**src/rtl/kb_pkg.sv**
```systemverilog
// kb_pkg: scan-code constants, FSM state encoding and byte helpers shared by the scan-code decoder.
package kb_pkg;
    localparam logic [7:0] SC_EXT    = 8'hE0;
    localparam logic [7:0] SC_BRK    = 8'hF0;
    localparam logic [7:0] SC_ERR0   = 8'h00;
    localparam logic [7:0] SC_ERR1   = 8'hFF;
    localparam logic [7:0] SC_LSHIFT = 8'h12;
    localparam logic [7:0] SC_RSHIFT = 8'h59;
    localparam logic [7:0] SC_CTRL   = 8'h14;
    localparam logic [7:0] SC_ALT    = 8'h11;

    // bit0 = E0 seen, bit1 = F0 seen
    typedef enum logic [1:0] {
        S_IDLE    = 2'd0,
        S_EXT     = 2'd1,
        S_BRK     = 2'd2,
        S_EXT_BRK = 2'd3
    } state_t;

    function automatic logic is_err_byte(input logic [7:0] b);
        return b == SC_ERR0 || b == SC_ERR1;
    endfunction

    function automatic logic is_prefix(input logic [7:0] b);
        return b == SC_EXT || b == SC_BRK;
    endfunction
endpackage

```
**src/rtl/scancode_dec_byte_capture.sv**
```systemverilog
// byte_capture: turns a level-held byte-ready into a one-cycle strobe aligned with the byte sample.
//   clk   : system clock
//   rst_n : asynchronous active-low reset
//   en    : byte-ready level from the receiver
//   data  : received byte, valid from the cycle after en rises
//   stb   : one-cycle strobe, high in the cycle after the rising edge of en
//   q     : byte to be sampled on the edge that ends the stb cycle
module byte_capture
    import kb_pkg::*;
(
    input  logic       clk,
    input  logic       rst_n,
    input  logic       en,
    input  logic [7:0] data,
    output logic       stb,
    output logic [7:0] q
);
    logic en_q;

    always_ff @(posedge clk or negedge rst_n) begin
        if (!rst_n) begin
            en_q <= 1'b0;
            stb  <= 1'b0;
        end else begin
            en_q <= en;
            stb  <= en & ~en_q;
        end
    end

    // The byte is only guaranteed one cycle after the rise, so it is consumed
    // directly on the edge ending the strobe cycle rather than re-registered.
    assign q = data;
endmodule

```
**src/rtl/scancode_dec.sv**
```systemverilog
// scancode_dec: decodes PS/2 set-2 scan-code bytes (E0/F0 prefixes) into key events with error/timeout flags.
//   clk         : system clock, rising edge
//   i_rst_n     : asynchronous active-low reset
//   i_byte_en   : byte-ready from receiver (level, one byte per rising edge)
//   i_byte      : received byte
//   o_key_valid : one-cycle key event pulse
//   o_key_code  : base scan code (held between events)
//   o_key_ext   : event was E0-prefixed (held)
//   o_key_break : event is a release (held)
//   o_err       : one-cycle protocol error / timeout pulse
//   o_mods      : {alt, ctrl, shift}; tracked only when KBD_MODIFIER_TRACK_EN is defined, else 0
module scancode_dec
    import kb_pkg::*;
#(
    parameter int TIMEOUT_CYCLES = 50000,
    parameter int CNT_W          = 16
) (
    input  logic       clk,
    input  logic       i_rst_n,
    input  logic       i_byte_en,
    input  logic [7:0] i_byte,
    output logic       o_key_valid,
    output logic [7:0] o_key_code,
    output logic       o_key_ext,
    output logic       o_key_break,
    output logic       o_err,
    output logic [2:0] o_mods
);
    localparam logic [CNT_W-1:0] TO_LAST = CNT_W'(TIMEOUT_CYCLES - 1);

    state_t           state;
    state_t           nxt;
    logic [CNT_W-1:0] cnt;
    logic             stb;
    logic [7:0]       data;
    logic             ext_f;
    logic             brk_f;
    logic             go_ext;
    logic             go_brk;
    logic             bad;
    logic             emit;
    logic             to_hit;

    byte_capture u_cap (
        .clk   (clk),
        .rst_n (i_rst_n),
        .en    (i_byte_en),
        .data  (i_byte),
        .stb   (stb),
        .q     (data)
    );

    // A prefix is legal only as E0, F0 or E0 F0; any other prefix repeat is an error.
    always_comb begin
        ext_f  = state == S_EXT || state == S_EXT_BRK;
        brk_f  = state == S_BRK || state == S_EXT_BRK;
        go_ext = state == S_IDLE && data == SC_EXT;
        go_brk = !brk_f && data == SC_BRK;
        bad    = is_err_byte(data) || (is_prefix(data) && !go_ext && !go_brk);
        emit   = !bad && !go_ext && !go_brk;
        nxt    = go_ext ? S_EXT : go_brk ? (ext_f ? S_EXT_BRK : S_BRK) : S_IDLE;
        to_hit = TIMEOUT_CYCLES != 0 && cnt == TO_LAST;
    end

    always_ff @(posedge clk or negedge i_rst_n) begin
        if (!i_rst_n) begin
            state       <= S_IDLE;
            cnt         <= '0;
            o_key_valid <= 1'b0;
            o_key_code  <= '0;
            o_key_ext   <= 1'b0;
            o_key_break <= 1'b0;
            o_err       <= 1'b0;
        end else begin
            o_key_valid <= 1'b0;
            o_err       <= 1'b0;
            if (stb) begin
                // an accepted byte always beats a simultaneous timeout
                cnt   <= '0;
                state <= nxt;
                o_err <= bad;
                if (emit) begin
                    o_key_valid <= 1'b1;
                    o_key_code  <= data;
                    o_key_ext   <= ext_f;
                    o_key_break <= brk_f;
                end
            end else if (state == S_IDLE) begin
                cnt <= '0;
            end else if (to_hit) begin
                cnt   <= '0;
                state <= S_IDLE;
                o_err <= 1'b1;
            end else if (cnt != '1) begin
                cnt <= cnt + CNT_W'(1);
            end
        end
    end

`ifdef KBD_MODIFIER_TRACK_EN
    logic shift;
    logic ctrl;
    logic alt;

    // E0 12 / E0 59 are fake shifts and must not disturb the shift state.
    always_ff @(posedge clk or negedge i_rst_n) begin
        if (!i_rst_n) begin
            shift <= 1'b0;
            ctrl  <= 1'b0;
            alt   <= 1'b0;
        end else if (stb && emit) begin
            if (!ext_f && (data == SC_LSHIFT || data == SC_RSHIFT)) shift <= !brk_f;
            if (data == SC_CTRL) ctrl <= !brk_f;
            if (data == SC_ALT) alt <= !brk_f;
        end
    end

    assign o_mods = {alt, ctrl, shift};
`else
    assign o_mods = 3'b000;
`endif
endmodule

```
**config.mk**
```make
export PLATFORM = sky130hd
export DESIGN_NAME = scancode_dec
export DESIGN_NICKNAME = d
export VERILOG_FILES = /design/src/rtl/kb_pkg.sv /design/src/rtl/scancode_dec_byte_capture.sv /design/src/rtl/scancode_dec.sv
export SDC_FILE = /design/constraint.sdc
export NUM_CORES = 1
export LEC_CHECK = 0
export ABC_AREA = 1
export CAP_MARGIN = 20
export CELL_PAD_IN_SITES_DETAIL_PLACEMENT = 0
export CELL_PAD_IN_SITES_GLOBAL_PLACEMENT = 1
export CORE_MARGIN = 4
export CORE_UTILIZATION = 39
export DETAILED_ROUTE_END_ITERATION = 10
export HOLD_SLACK_MARGIN = 0.03
export PLACE_DENSITY_LB_ADDON = 0.25
export SYNTH_ARGS = -nofsm -noshare
export SYNTH_HDL_FRONTEND = slang
export SYNTH_SLANG_ARGS = --single-unit
```
**constraint.sdc**
```tcl
create_clock -name clk -period 2.33 [get_ports clk]
set_clock_uncertainty 0.15 [all_clocks]
set_input_delay 0.233 -clock clk [delete_from_list [all_inputs] [get_ports clk]]
set_output_delay 0.233 -clock clk [all_outputs]
set_load 0.02 [all_outputs]
```
Yosys cells after proc, flatten, opt, wreduce, memory -nomap -nowiden --
Cells that the tools add are included. W data, S select, Z words.
Operators by class: reduce and logical (&&, ||, !) cells 21, bitwise gates (word level) 2, add/sub/neg operators 1, equality and inequality tests 9, muxes and demuxes 15
Operator list (number):
- $mux W16 | 4
- $eq A8 B8 Y1 const B | 3
- $add A16 B1 Y16 const B | 1
- $eq A16 B16 Y1 const B | 1
- $ne A16 B16 Y1 const B | 1
- $mux W2 | 5
- $logic_not A8 Y1 | 1
- $logic_and A1 B1 Y1 | 6
- $mux W1 | 6
- $logic_or A1 B1 Y1 | 5
- $eq A2 B2 Y1 const B | 2
- $logic_not A1 Y1 | 4
- $reduce_and A2 Y1 | 2
- $reduce_bool A4 Y1 | 1
- $eq A2 B1 Y1 const B | 1
- $logic_not A2 Y1 | 1
- $ne A2 B1 Y1 const B | 1
- $reduce_bool A2 Y1 | 1
- $and A1 B1 Y1 | 1
- $not A1 Y1 | 1
Storage, ports and cells: register bits 32, output and inout bits 15, input port bits 11

Depth between registers and ports, before layout --
Gate-level depths: netlist of run 1.
depth after elaboration 12, mapped depth 11, mapped depth without buffers 11

Modules after synthesis --
Synthesis of run 1 repeated with hierarchy kept, for this count alone.
Second synthesis, totals: cell total of the unflattened synthesis 252, area, all modules 1878.1 um^2
Modules (own cells, without submodules):
- scancode_dec | cells an instance 240, times used 1, area an instance 1757.9 um^2, sequential area each 750.7 um^2
- byte_capture | cells an instance 12, times used 1, area an instance 120.1 um^2, sequential area each 50.0 um^2

Worst setup path after synthesis of run 1 --
OpenSTA, ideal clock, no wires.
path kind register -> register, start register cnt[0], end register cnt[0], required time 2.063 ns, path slack 0.645 ns, cell stages (with the launch flop) 9, library setup time 0.117 ns, buffers on the path 0, data arrival time 1.418 ns, path through dfrtp_1 -> ha_1 -> nand2_1 -> nor3_4 -> nand2_2 -> nor3_4 -> nand2_2 -> nand2_1 -> nand2_1
On the way: cells in the longest elaborated chain, start to end 5
RTL lines:
- start: declaration | line scancode_dec.sv:33 | logic [CNT_W-1:0] cnt;
- start signal: assignment | line scancode_dec.sv:95 | cnt <= cnt + CNT_W'(1);
- $add A16 B1 Y16 | line scancode_dec.sv:95
- $mux W16 | line scancode_dec.sv:94 | end else if (cnt != '1) begin
- $mux W16 | line scancode_dec.sv:90 | end else if (to_hit) begin
- $mux W16 | line scancode_dec.sv:88 | end else if (state == S_IDLE) begin
- $mux W16 | line scancode_dec.sv:77 | if (stb) begin
Several ways; a longest one is shown, not always the timed one. The select of a mux whose other input is x is not followed. A chain may end at the register's enable or synchronous reset.

Final worst setup path of run 1 --
start register cnt[0], end register cnt[8]
The elaborated chain is that of the path after synthesis.

==> flow_metrics.py, run 1 <==
metrics = {
    "global_route": {
        "grt_pass1_vias": 1499,
        "overflow": 0,
        "grt_pass1_wl_um": 7040,
        "grt_use_total": 0.148,
        "grt_max_degree": 33,
        "antenna_found_initial": 0,
    },
    "placed_design": {
        "hpwl_um": 2930,
        "pre_cts_ws_ps": 171,
        "gp_congestion": 0.782,
        "port_buffers": 22,
    },
    "cts": {
        "cts_hold_repair.buffers": 0,
        "clock-root-buffer": "clkbuf_8",
        "htree_levels": 2,
        "clkTransAtPathRegs_ps": 70,
        "tritoncts": "built",
        "cts_buffer_depth": 2,
        "numClockSinks": 32,
        "post-cts-setup-buffers": 0,
        "cts_resized": 0,
        "cts-buffers-inserted": 5,
        "insertion_delay_ps": 280,
    },
    "synthesis": {
        "synth_top_family_by_area": "simple AND/OR/NAND/NOR gates",
        "synth_top_cell_area_share": 0.441,
        "synth.area.top_cells": "dfrtp_1 44%, nand2_1 14%, nand3_1 7.4%",
        "synth_seq_cells": 32,
        "async_flop_share": 1.00,
        "post_synth_and_or_nand_nor_area_fraction": 0.396,
        "synthAdderAreaFrac": 0.00689,
        "syn_area_mm2": 0.00182,
        "synth_compound_area_frac": 0.0386,
        "ys_seq_area_frac": 0.441,
        "ys_top_cells_by_count": "70 x nand2_1, 32 x dfrtp_1, 30 x inv_1",
        "synth_cells": 246,
        "ys.flop_type": "dfrtp_1",
        "synth_mux_area_frac": 0,
        "yosys.area_share.xor_xnor": 0.0241,
        "yosys.area.top_type": "dfrtp_1",
        "synth.distinct_cells": 26,
        "synth.most_common_cell": "nand2_1",
        "synth_edf_count": 0,
        "yosysWarnings": 0,
        "synth_area_per_cell_um2": 7.39,
    },
    "timing": {
        "min_period_ps": 2010,
        "rsz0062_at_grt": "false",
        "hold_violations": 0,
        "max_freq_mhz": 499,
        "setup-tns-final_ps": 0,
        "period_share": 0.861,
        "setup_viol": 0,
        "drv_slew": 0,
        "timing.final.ws_setup_ps": 324,
    },
    "finish": {
        "final_nets": 285,
        "drive_above_1_share": 0.0803,
        "diodes": 0,
        "fill_cells": 462,
        "syn2layout_area_growth_pct": 21.3,
        "regArea_um2": 801,
        "multi_input_area_um2": 857,
    },
    "route": {
        "drc": 0,
        "via_count": 1613,
        "initialDrtViolationCount": 81,
        "wl_per_cell_um": 12.2,
        "viasPerCell": 4.95,
        "drtPass1Iterations": 4,
        "antenna_left": 0,
        "drt-total-wl_um": 3990,
    },
    "power_and_ir_drop": {
        "combPwrFrac": 0.118,
        "ir_drop_uv": 280,
        "p_int_mw": 0.960,
        "leakagePower_nw": 1.10,
        "p_seq_frac": 0.466,
        "p_clk_frac": 0.417,
        "power.density_mw_per_mm2": 574,
        "power.switching_mw": 0.305,
        "switching_share": 0.241,
    },
    "setup_path": {
        "end_kind": "register",
        "worst_ep_required_time_ps": 2340,
        "path_cells": "ha_1, nand2_1, nor2_1, inv_1, nor2_1, nand2_1, nand2_1, inv_1, nand3_2, o21ai_0",
        "cp.arrival_ps": 2010,
        "path_max_fanout": 8,
        "slowest_delay_ps": 400,
        "r2r_cells": 10,
        "cp_common_cell": "nand2_1",
        "path_class": "reg -> reg",
        "cp_slowest_cell": "dfrtp_1",
        "crit_path_start_kind": "register",
        "rrSetupSlack_ps": 320,
    },
    "floorplanning": {
        "rows": 24,
        "die_w_um": 76.3,
        "coreArea_mm2": 0.00444,
        "io_pins": 26,
        "dieArea_mm2": 0.00581,
        "die_y_um": 76.3,
        "start_util": 0.409,
    },
    "worst_hold_path": {
        "hp-class": "in -> async",
    },
    "run": {
        "cap_violations": 0,
    },
    "status": {
        "status": "completed",
    },
}
## stage by stage
| stage | util | instance area (um2) | power, mW | hold slack, ps | cells |
|---|---|---|---|---|---|
| after floorplan | - | 1820 | 0.668 | -213 | 248 |
| after global placement | 0.472 | 2100 | 0.751 | 233 | 318 |
| after detailed placement | 0.472 | 2100 | 0.750 | 234 | 318 |
| after CTS | 0.496 | 2200 | 1.28 | 215 | 326 |
| after global routing | 0.496 | 2200 | 1.32 | 243 | 326 |
| final | 0.496 | 2200 | 1.27 | 203 | 326 |
## flip-flops by register name, indices dropped and copies added (netlist names)
name / cells
cnt: 16
o_err: 1
o_key_code: 8
o_key_break: 1
o_key_ext: 1
u_cap.en_q: 1
state: 2
u_cap.stb: 1
o_key_valid: 1
## routing by layer
| metal | global-route usage | share of wire |
|---|---|---|
| met5 | 0 | 0 |
| met4 | 0.0562 | 0.014 |
| met3 | 0.0390 | 0.041 |
| met2 | 0.214 | 0.45 |
| met1 | 0.211 | 0.49 |
## final cells by class
cell class	count	area share
Tap cell	52	0.0295
Sequential cell	32	0.363
Timing Repair Buffer	27	0.117
Multi-Input combinational cell	176	0.389
Inverter	31	0.0528
Clock inverter	2	0.0159
Clock buffer	6	0.0329
## worst paths after layout
check | end | startpoint
setup / recovery | cnt[8] | cnt[0]
hold reg to reg | u_cap.stb | u_cap.en_q
setup reg to reg | cnt[8] | cnt[0]
max in group asynchronous | o_key_code[5] | i_rst_n
min in group clk | u_cap.stb | u_cap.en_q
hold / removal | cnt[3] | i_rst_n
## cells by family (layout without fill, tap and decap cells)
group                      Yosys count  after routing
DFF                                 32             32
xor gates and xnor gates             5              5
buffers and inverters               40             66
and+or+nand+nor                    154            154
adders and majority gates            1              1
other                                1              3
AOI/OAI and AO/OA                   13             13
## critical path: cells and delay by family, from the launching register on
family	cells	cell delay, ps
and+or+nand+nor	6	850
AOI/OAI and AO/OA	1	120
adders and majority gates	1	200
DFF	1	400
buffers and inverters	2	170
## cells in the final DEF, fill, tap and decap left out
| cell type | count |
|---|---|
| nand4_1 | 18 |
| clkbuf_8 | 5 |
| clkdlybuf4s50_1 | 22 |
| nand2_1 | 70 |
| nor3_1 | 3 |
| o211ai_1 | 1 |
| clkbuf_1 | 1 |
| o21ai_0 | 10 |
| and2_0 | 1 |
| conb_1 | 3 |
| clkinv_2 | 1 |
| buf_4 | 5 |
| nand2_2 | 2 |
| inv_1 | 30 |
| a21oi_1 | 1 |
| inv_2 | 1 |
| nor3_4 | 2 |
| o21bai_1 | 1 |
| nand3_2 | 2 |
| nor3_2 | 1 |
| xnor2_1 | 2 |
| xor2_1 | 3 |
| dfrtp_1 | 32 |
| bufinv_16 | 1 |
| nor2_1 | 25 |
| nand3_1 | 27 |
| nor2_2 | 2 |
| nor2b_1 | 1 |
| ha_1 | 1 |
## power groups by stage
stage,registers [mW],logic [mW],clock network [mW]
after floorplan,0.625,0.0433,0
after global placement,0.600,0.151,0
after detailed placement,0.599,0.151,0
after CTS,0.589,0.151,0.542
after global routing,0.592,0.163,0.564
final,0.589,0.149,0.527
Power figures use the tool's default switching activity.
==> run 2, diff against run 1 <==
PLACE_DENSITY_LB_ADDON = 0.1   (was 0.25)
==> run 2 against run 1 <==
Net effect: routed wire length grew 4.5%; highest routed layer unchanged; critical path type unchanged; sequential cell count unchanged; hold slack about the same; register-to-register slack about the same; sequential share of layout area is 0.17 points higher; die area unchanged.
==> flow_metrics.py, run 2 (synthesis gave the netlist of run 1 again) <==
metrics = {
    "setup_path": {
        "path_cells": "ha_1, nand2_1, nor2_1, inv_1, nor2_1, nand2_1, nand2_1, inv_1, nand2_2, o21ai_0",
        "cp_top_family": "simple AND/OR/NAND/NOR gates",
        "cp_slowest_cell": "dfrtp_1",
        "cp.arrival_ps": 2010,
        "crit_path_start_kind": "register",
        "r2r_cells": 10,
        "cp_common_cell": "nand2_1",
        "slowest_delay_ps": 400,
        "worst_ep_required_time_ps": 2330,
        "r2r_start": "cnt[0]",
        "path_max_fanout": 8,
        "path_class": "reg -> reg",
        "rrSetupSlack_ps": 320,
        "r2r_end": "cnt[13]",
        "crit_buf_inv": 2,
        "end_kind": "register",
    },
    "power_and_ir_drop": {
        "leakagePower_nw": 1.09,
        "ir_drop_uv": 441,
        "power.density_mw_per_mm2": 542,
    },
    "finish": {
        "drive_above_1_share": 0.0839,
        "syn2layout_area_growth_pct": 20.8,
        "mostFrequentLayoutCell": "nand2_1",
        "fill_cells": 484,
        "largest_register_ffs": 16,
        "final_cell_mix": "70 x nand2_1, 32 x dfrtp_1, 30 x inv_1, 27 x nand3_1, 25 x nor2_1",
        "largest_register": "cnt",
        "layout.cells.non_filler": 326,
        "top_regs": "cnt: 16 flops, o_key_code: 8 flops, state: 2 flops",
        "final_nets": 285,
        "diodes": 0,
    },
    "global_route": {
        "grt_pass1_wl_um": 7360,
        "overflow": 0,
        "grt_use_total": 0.154,
        "grt_max_degree": 33,
        "grt_pass1_vias": 1506,
        "antenna_found_initial": 0,
    },
    "cts": {
        "tritoncts": "built",
        "clkTransAtPathRegs_ps": 70,
        "cts_buffer_depth": 2,
        "numClockSinks": 32,
        "post-cts-setup-buffers": 0,
        "cts_hold_repair.buffers": 0,
        "insertion_delay_ps": 280,
        "cts_resized": 0,
        "clock-root-buffer": "clkbuf_8",
        "cts-buffers-inserted": 5,
        "htree_levels": 2,
    },
    "timing": {
        "setup_viol": 0,
        "min_period_ps": 2010,
        "rsz0062_at_grt": "false",
        "setup-tns-final_ps": 0,
        "drv_slew": 0,
        "period_share": 0.864,
        "max_freq_mhz": 497,
        "hold_violations": 0,
    },
    "route": {
        "initialDrtViolationCount": 79,
        "drtPass1Iterations": 4,
        "antenna_left": 0,
        "drt-total-wl_um": 4170,
        "wl_per_cell_um": 12.8,
        "drc": 0,
        "viasPerCell": 4.97,
        "via_count": 1619,
    },
    "floorplanning": {
        "die_y_um": 76.3,
        "io_pins": 26,
        "die_w_um": 76.3,
        "rows": 24,
        "start_util": 0.409,
        "coreArea_mm2": 0.00444,
        "dieArea_mm2": 0.00581,
    },
    "placed_design": {
        "hpwl_um": 3030,
        "port_buffers": 22,
        "placed_cells": 318,
        "gp_congestion": 0.815,
    },
    "run": {
        "cap_violations": 0,
    },
    "worst_hold_path": {
        "hp-class": "in -> async",
    },
    "status": {
        "status": "completed",
    },
}
==> run 2: worst max-delay path by stage <==
stage	startpoint	to	slack (ps)	cells after the start
final	cnt[0]	cnt[13]	320	10
after global placement	i_byte[1]	o_key_code[1]	200	9
after CTS	cnt[0]	cnt[6]	300	10
after global routing	cnt[0]	cnt[10]	100	10
after floorplan	cnt[0]	cnt[0]	650	8
after detailed placement	i_byte[0]	o_key_code[7]	180	9
==> run 2: where the power goes <==
| group | internal (mW) | leakage (nW) | switching (mW) |
|---|---|---|---|
| registers | 0.577 | 0.429 | 0.0114 |
| logic | 0.0652 | 0.614 | 0.0846 |
| clock network | 0.239 | 0.0434 | 0.212 |
==> run 2: layout make-up <==
class | instances | area [um2] | area share
Clock inverter | 2 | 15.0 | 0.00684
Multi-Input combinational cell | 176 | 857 | 0.391
Timing Repair Buffer | 27 | 258 | 0.117
Sequential cell | 32 | 801 | 0.365
Clock buffer | 6 | 82.6 | 0.0376
Inverter | 31 | 116 | 0.0530
Tap cell | 52 | 65.1 | 0.0296
==> run 2: layer usage <==
layer  track usage  share of wire  up-vias
met2         0.220           0.42       19
met1         0.237           0.54      756
met3        0.0355          0.031        2
met5             0              0        -
li1              -              -      842
met4        0.0326         0.0060        0
==> run 2: per-stage QoR <==
stage / utilization / total power [mW] / hold slack, ps / worst slack [ps] / area, um2
after CTS: 0.494 / 1.21 / 219 / 301 / 2190
after detailed placement: 0.472 / 0.752 / 241 / 175 / 2100
after global routing: 0.494 / 1.26 / 244 / 98.2 / 2190
final: 0.494 / 1.19 / 202 / 316 / 2190
after global placement: 0.472 / 0.753 / 239 / 197 / 2100
after floorplan: - / 0.668 / -213 / 645 / 1820
